$ cat config.mk
export PLATFORM = sky130hd
export DESIGN_NAME = i2c_led_host
export DESIGN_NICKNAME = d
export VERILOG_FILES = /design/src/rtl/i2c_led_host_pkg.sv /design/src/rtl/i2c_quarter_timer.sv /design/src/rtl/i2c_led_host.sv
export SDC_FILE = /design/constraint.sdc
export NUM_CORES = 1
export LEC_CHECK = 0
export BUFFER_PORTS_ARGS = -buffer_cell sky130_fd_sc_hd__buf_2
export CAP_MARGIN = 10
export CORE_MARGIN = 10
export CORE_UTILIZATION = 43
export DETAILED_ROUTE_END_ITERATION = 12
export HOLD_SLACK_MARGIN = 0.05
export PLACE_DENSITY_LB_ADDON = 0.08
export SLEW_MARGIN = 0
export SYNTH_ARGS = -nofsm -noshare
export SYNTH_HDL_FRONTEND = slang
export SYNTH_SLANG_ARGS = --single-unit
$ cat constraint.sdc
create_clock -name clk -period 2.3 [get_ports clk]
set_input_delay 0.115 -clock clk [delete_from_list [all_inputs] [get_ports clk]]
set_output_delay 0.115 -clock clk [all_outputs]
set_load 0.02 [all_outputs]
$ cat src/rtl/i2c_led_host_pkg.sv
// Shared types and constants for the I2C LED write host.
// State encodings, direction bit and the default target address.
package i2c_led_host_pkg;

  typedef enum logic [2:0] {
    ST_IDLE,
    ST_START,
    ST_ADDR,
    ST_ACK,
    ST_LOAD,
    ST_DATA,
    ST_STOP
  } state_t;

  localparam logic       I2C_WRITE       = 1'b0;
  localparam logic [6:0] DEFAULT_ADDRESS = 7'h4A;

  function automatic logic [7:0] addr_byte(
    input logic [6:0] addr
  );
    return {addr, I2C_WRITE};
  endfunction

endpackage

$ cat src/rtl/i2c_quarter_timer.sv
// Quarter-bit divider for the I2C host.
// Freezes while stalled or while a target stretches SCL high phases.
module i2c_quarter_timer #(
  parameter int CLK_DIV = 16
) (
  input  logic       clk,
  input  logic       rst_n,
  input  logic       en,
  input  logic       hold,
  input  logic       scl_i,
  output logic       tick,
  output logic       mid,
  output logic [1:0] quarter
);

  localparam int CW = $clog2(CLK_DIV);
  localparam logic [CW-1:0] LAST = CW'(CLK_DIV - 1);
  localparam logic [CW-1:0] HALF = CW'(CLK_DIV / 2 - 1);

  logic [CW-1:0] cnt;
  logic          run;

  // Q2/Q3 are the SCL-high quarters; a low pad there is a stretch.
  assign run  = en & ~hold & ~(quarter[1] & ~scl_i);
  assign tick = run & (cnt == LAST);
  assign mid  = run & (quarter == 2'd3) & (cnt == HALF);

  always_ff @(posedge clk) begin
    if (!rst_n || !en) begin
      cnt     <= '0;
      quarter <= 2'd0;
    end else if (tick) begin
      cnt     <= '0;
      quarter <= quarter + 2'd1;
    end else if (run) begin
      cnt <= cnt + 1'b1;
    end
  end

endmodule

$ cat src/rtl/i2c_led_host.sv
// Single-master I2C write host streaming LED bytes to the bridge.
// START, address+W, N acked data bytes from a valid/ready stream, STOP.
module i2c_led_host
  import i2c_led_host_pkg::*;
#(
  parameter logic [6:0] ADDRESS = DEFAULT_ADDRESS,
  parameter int         CLK_DIV = 16
) (
  input  logic       clk,
  input  logic       rst_n,
  input  logic       start,
  input  logic [7:0] tdata,
  input  logic       tvalid,
  input  logic       tlast,
  output logic       tready,
  input  logic       scl_i,
  input  logic       sda_i,
  output logic       scl_o,
  output logic       sda_o,
  output logic       busy,
  output logic       done,
  output logic       nack
);

  state_t     state;
  logic [7:0] shreg;
  logic [2:0] bit_cnt;
  logic       last_byte;
  logic       nacked;
  logic       tick;
  logic       mid;
  logic [1:0] quarter;
  logic       stall;

  assign stall = (state == ST_LOAD);

  i2c_quarter_timer #(
    .CLK_DIV (CLK_DIV)
  ) u_timer (
    .clk     (clk),
    .rst_n   (rst_n),
    .en      (busy),
    .hold    (stall),
    .scl_i   (scl_i),
    .tick    (tick),
    .mid     (mid),
    .quarter (quarter)
  );

  always_ff @(posedge clk) begin
    if (!rst_n) begin
      state     <= ST_IDLE;
      shreg     <= 8'h00;
      bit_cnt   <= 3'd0;
      last_byte <= 1'b0;
      nacked    <= 1'b0;
      scl_o     <= 1'b1;
      sda_o     <= 1'b1;
      busy      <= 1'b0;
      tready    <= 1'b0;
      done      <= 1'b0;
      nack      <= 1'b0;
    end else begin
      tready <= 1'b0;
      done   <= 1'b0;
      nack   <= 1'b0;
      unique case (state)
        ST_IDLE: begin
          if (start) begin
            state     <= ST_START;
            busy      <= 1'b1;
            nacked    <= 1'b0;
            last_byte <= 1'b0;
          end
        end
        ST_START: begin
          if (tick) begin
            case (quarter)
              2'd1: sda_o <= 1'b0;
              2'd3: begin
                scl_o   <= 1'b0;
                shreg   <= addr_byte(ADDRESS);
                bit_cnt <= 3'd0;
                state   <= ST_ADDR;
              end
              default: ;
            endcase
          end
        end
        ST_ADDR, ST_DATA: begin
          if (tick) begin
            case (quarter)
              2'd0: sda_o <= shreg[7];
              2'd1: scl_o <= 1'b1;
              2'd3: begin
                scl_o   <= 1'b0;
                shreg   <= {shreg[6:0], 1'b0};
                bit_cnt <= bit_cnt + 3'd1;
                if (bit_cnt == 3'd7)
                  state <= ST_ACK;
              end
              default: ;
            endcase
          end
        end
        ST_ACK: begin
          if (mid && sda_i) begin
            nacked <= 1'b1;
            nack   <= 1'b1;
          end
          if (tick) begin
            case (quarter)
              2'd0: sda_o <= 1'b1;
              2'd1: scl_o <= 1'b1;
              2'd3: begin
                scl_o <= 1'b0;
                if (nacked || last_byte)
                  state <= ST_STOP;
                else
                  state <= ST_LOAD;
              end
              default: ;
            endcase
          end
        end
        ST_LOAD: begin
          // SCL stays low here; the timer is frozen until a byte lands.
          if (tready) begin
            if (tvalid) begin
              shreg     <= tdata;
              last_byte <= tlast;
              bit_cnt   <= 3'd0;
              state     <= ST_DATA;
            end
          end else if (tvalid) begin
            tready <= 1'b1;
          end
        end
        ST_STOP: begin
          if (tick) begin
            case (quarter)
              2'd0: sda_o <= 1'b0;
              2'd1: scl_o <= 1'b1;
              2'd3: begin
                sda_o <= 1'b1;
                busy  <= 1'b0;
                done  <= ~nacked;
                state <= ST_IDLE;
              end
              default: ;
            endcase
          end
        end
        default: state <= ST_IDLE;
      endcase
    end
  end

endmodule

==> summary.md <==
| Metric | Value |
|---|---|
| Final Max Tran Viols | 0 |
| Sequential element share of the synthesized area | 33.0% |
| Hold Path Class | in -> reg |
| Min-Delay Path Depth | 3 |
| Resized Gates After CTS | 0 |
| Remaining global-route overflow | 0 |
| Final worst setup slack | roughly 0.4 ns |
| Crit-path slowest cell | or4_4 |
| Pwr/cell area | between 400 and 500 nW/um2 |
| IO buf count | 20 |
| Final hold viol count | 0 |
| Top Ports | 21 |
| Total Power | approximately 850 uW |
| Count of mapped cells out of synthesis | between 200 and 250 |
| Dominant cell by count in the synthesized netlist | dfxtp_1 |
| Peak VDD IR | roughly 220 uV |
| P_leak | between 0.0007 and 0.0008 uW |
| Detailed Route WL | 4.06 mm |
| Clock buffer count from CTS | 3 |
| Area occupied by registers | 561 um2 |
| Worst skew pair latency | roughly 0.27 ns |
| Area leader, netlist | dfxtp_1 |
| DR WL/cell | between 15 and 20 um |
| HP Start | tvalid |
| Crit path launch | u_timer.cnt[0] |
| Slew @ Worst Pin | 0.477 ns |
| CTS H-tree depth | 1 |
| Final setup vio count | 0 |
| Met3 WL post-DR | roughly 160 um |
| Iter 0 DRT Violations | approximately 130 |
| Post-cts hold buffer count | 0 |
| Site Rows | 22 |
| First-pass GRT wire length | ~6.9 mm |
| Worst R2R Path Depth | 5 |
| Critical R2R Launch | u_timer.cnt[0] |
| Top sig layer | met4 |
| Slew headroom | between 60% and 70% |
| Area delta synth->final | 10.3% |
| Synth area leaders | dfxtp_1 (33%), mux2i_1 (8.3%), nand2_1 (6.0%) |
| Synth Area per Inst | between 8 and 9 um2 |
| Tmin final | between 1.5 and 2 ns |
| Core ar. | between 3000 and 4000 um2 |
| DP Area | approximately 1800 um2 |
| Critical path startpoint category | register |
| # placed instances | around 260 |
| Multi-input gate area | 1040 um2 |
| DRT antenna net count | 0 |
| Clock transition at path regs | 0.09 ns |
| Max Clk Rate | about 530 MHz |
| Syn Std Cell Area | 1700 um2 |
| Post-route cell area | 1870 um2 |
| Initial core utilization | a little under half |
| Cell variety after synth | 44 |
| Vias in the first global route | 1,439 |
| Vias per std cell | around 5.7 |
| Total GRT Usage | 11.3% |
| Initial antenna violation count | 0 |
| Share of cells above drive strength 1 | approximately 18% |
| R2r setup slk | 0.40 ns |
| Top_reg_cell synth | dfxtp_1 |
| Root Buffer | clkbuf_8 |
| Status | finished, final reports clean |
| RSZ-0062 raised after global routing | false |
| Path type of the worst setup path | reg -> reg |
| Via count | 1,517 |
| Drt first pass iters | 4 |
| Critical path capture point type | register |
| Synthesized net count | between 200 and 250 |
| Max FO, Critical Path | 9 |
| Data required, critical path | 2.47 ns |
| Routed wire length on met2 | 1.99 mm |
| Async SR Flop Fraction | 0% |
| Largest net degree at the start of global routing | 27 |
| CP max stage delay | ~0.50 ns |
| Setup_tns | 0 ns |
| Tcrit/Tclk final | 82.7% |
| FILL cells | ~380 |
| Post-synth top cells | dfxtp_1 (28), nand2_1 (27), mux2i_1 (14), o21ai_0 (12), clkbuf_1 (11) |
| Place WS | 0.432 ns |
| Hold endpoint | tready |
| Post-route DRC | 0 |
| Die width | 82.8 um |
| Synth warn | 0 |
| Nets | about 240 |
| # Post-CTS Setup Buffers | 0 |
| Number of diodes | 0 |
| Met1 wire length | approximately 1.9 mm |
| CTS Sinks | 28 |
| Max-cap viol count | 0 |
| Clock skew | about 0.0012 ns |
| Share of the synthesized area in the top cell type | about a third |
| Die ar. | 6860 um2 |
| Number of enable flip-flop cells after synthesis | 0 |
| CTS tree | built |
| GPL Wtd Cong | ~0.86 |
| Finished Layout Cells | 264 |
| Critical-path cell list | ha_1, nand2_1, or4_4, a211oi_2, mux2_2 |
| HPWL Detailed | 3.00 mm |
| Die H | 82.8 um |
| Critical Path AT | roughly 2.1 ns |
| R2r endpoint | scl_o |
| Clock Path Buffers | 2 |
| Synth Register Bits | 28 |
-- worst max path at each step --
stage                       end  slack, ns  cells after the start
after global routing      scl_o       0.30                      5
after global placement    scl_o       0.48                      5
after floorplan           scl_o       0.43                      5
after detailed placement  scl_o       0.43                      5
final                     scl_o       0.40                      5
after CTS                 scl_o       0.42                      5
-- cells by family (layout without fill, tap and decap cells) --
group / Yosys count / in the layout / synth area share (%)
XOR/XNOR: 3 / 3 / 1.55
AND/OR/NAND/NOR: 80 / 80 / 26.4
adder cells (fa/ha/maj): 6 / 6 / 4.42
multiplexers: 17 / 17 / 10.2
AO/OA/AOI/OAI: 46 / 46 / 18.6
buffers and inverters: 21 / 36 / 5.75
flip-flops: 28 / 28 / 33.0
-- layout by cell type, fill, tap and decap left out, types with 6 or more instances in the layout --
cell type / count
dfxtp_1: 28
nand2_1: 27
buf_2: 20
mux2i_1: 14
o21ai_0: 12
a21oi_1: 9
inv_1: 7
nand3_1: 7
nor2_1: 7
ha_1: 6
buf_4: 6
-- area by class of cell --
class                           count  share of cell area, %
Sequential cell                    28                   29.9
Clock buffer                        3                   2.20
Timing Repair Buffer               26                   7.75
Inverter                            7                   1.40
Multi-Input combinational cell    152                   55.5
Tap cell                           48                   3.21
-- registers in the layout, summed over array words and instances (netlist names), 2 cells and up --
register	cells
u_timer.cnt	4
bit_cnt	3
state	3
u_timer.quarter	2
shreg	8
-- critical path, delay by kind of cell, from the launching register on --
family          cells  cell delay, ns
simple gates        2            0.62
flops               1            0.41
mux                 1            0.35
fa+ha+maj           1            0.23
compound gates      1            0.19
-- where the power goes --
part	leakage (uW)	total, uW	switching, uW	internal [uW]
registers	0.000227	500	7.13	493
logic	0.000506	86.1	49.7	36.3
clock network	0.0000216	267	149	118
total	0.000754	853	206	647
-- metrics by stage --
| step | util, % | hold slack [ns] |
|---|---|---|
| 6_report | 50.0 | 0.0705 |
| 2_1_floorplan | - | 0.233 |
| 5_1_grt | 50.0 | 0.0878 |
| 3_3_place_gp | 48.9 | 0.358 |
| 4_1_cts | 50.0 | 0.0685 |
| 3_5_place_dp | 48.9 | 0.369 |
-- routing by layer --
metal | up-vias | global-route usage, %
li1 | 756 | -
met1 | 717 | 14.3
met2 | 40 | 18.9
met3 | 4 | 2.25
met4 | 0 | 2.92
met5 | - | 0
Note: power is estimated with default switching activity, not from simulation.
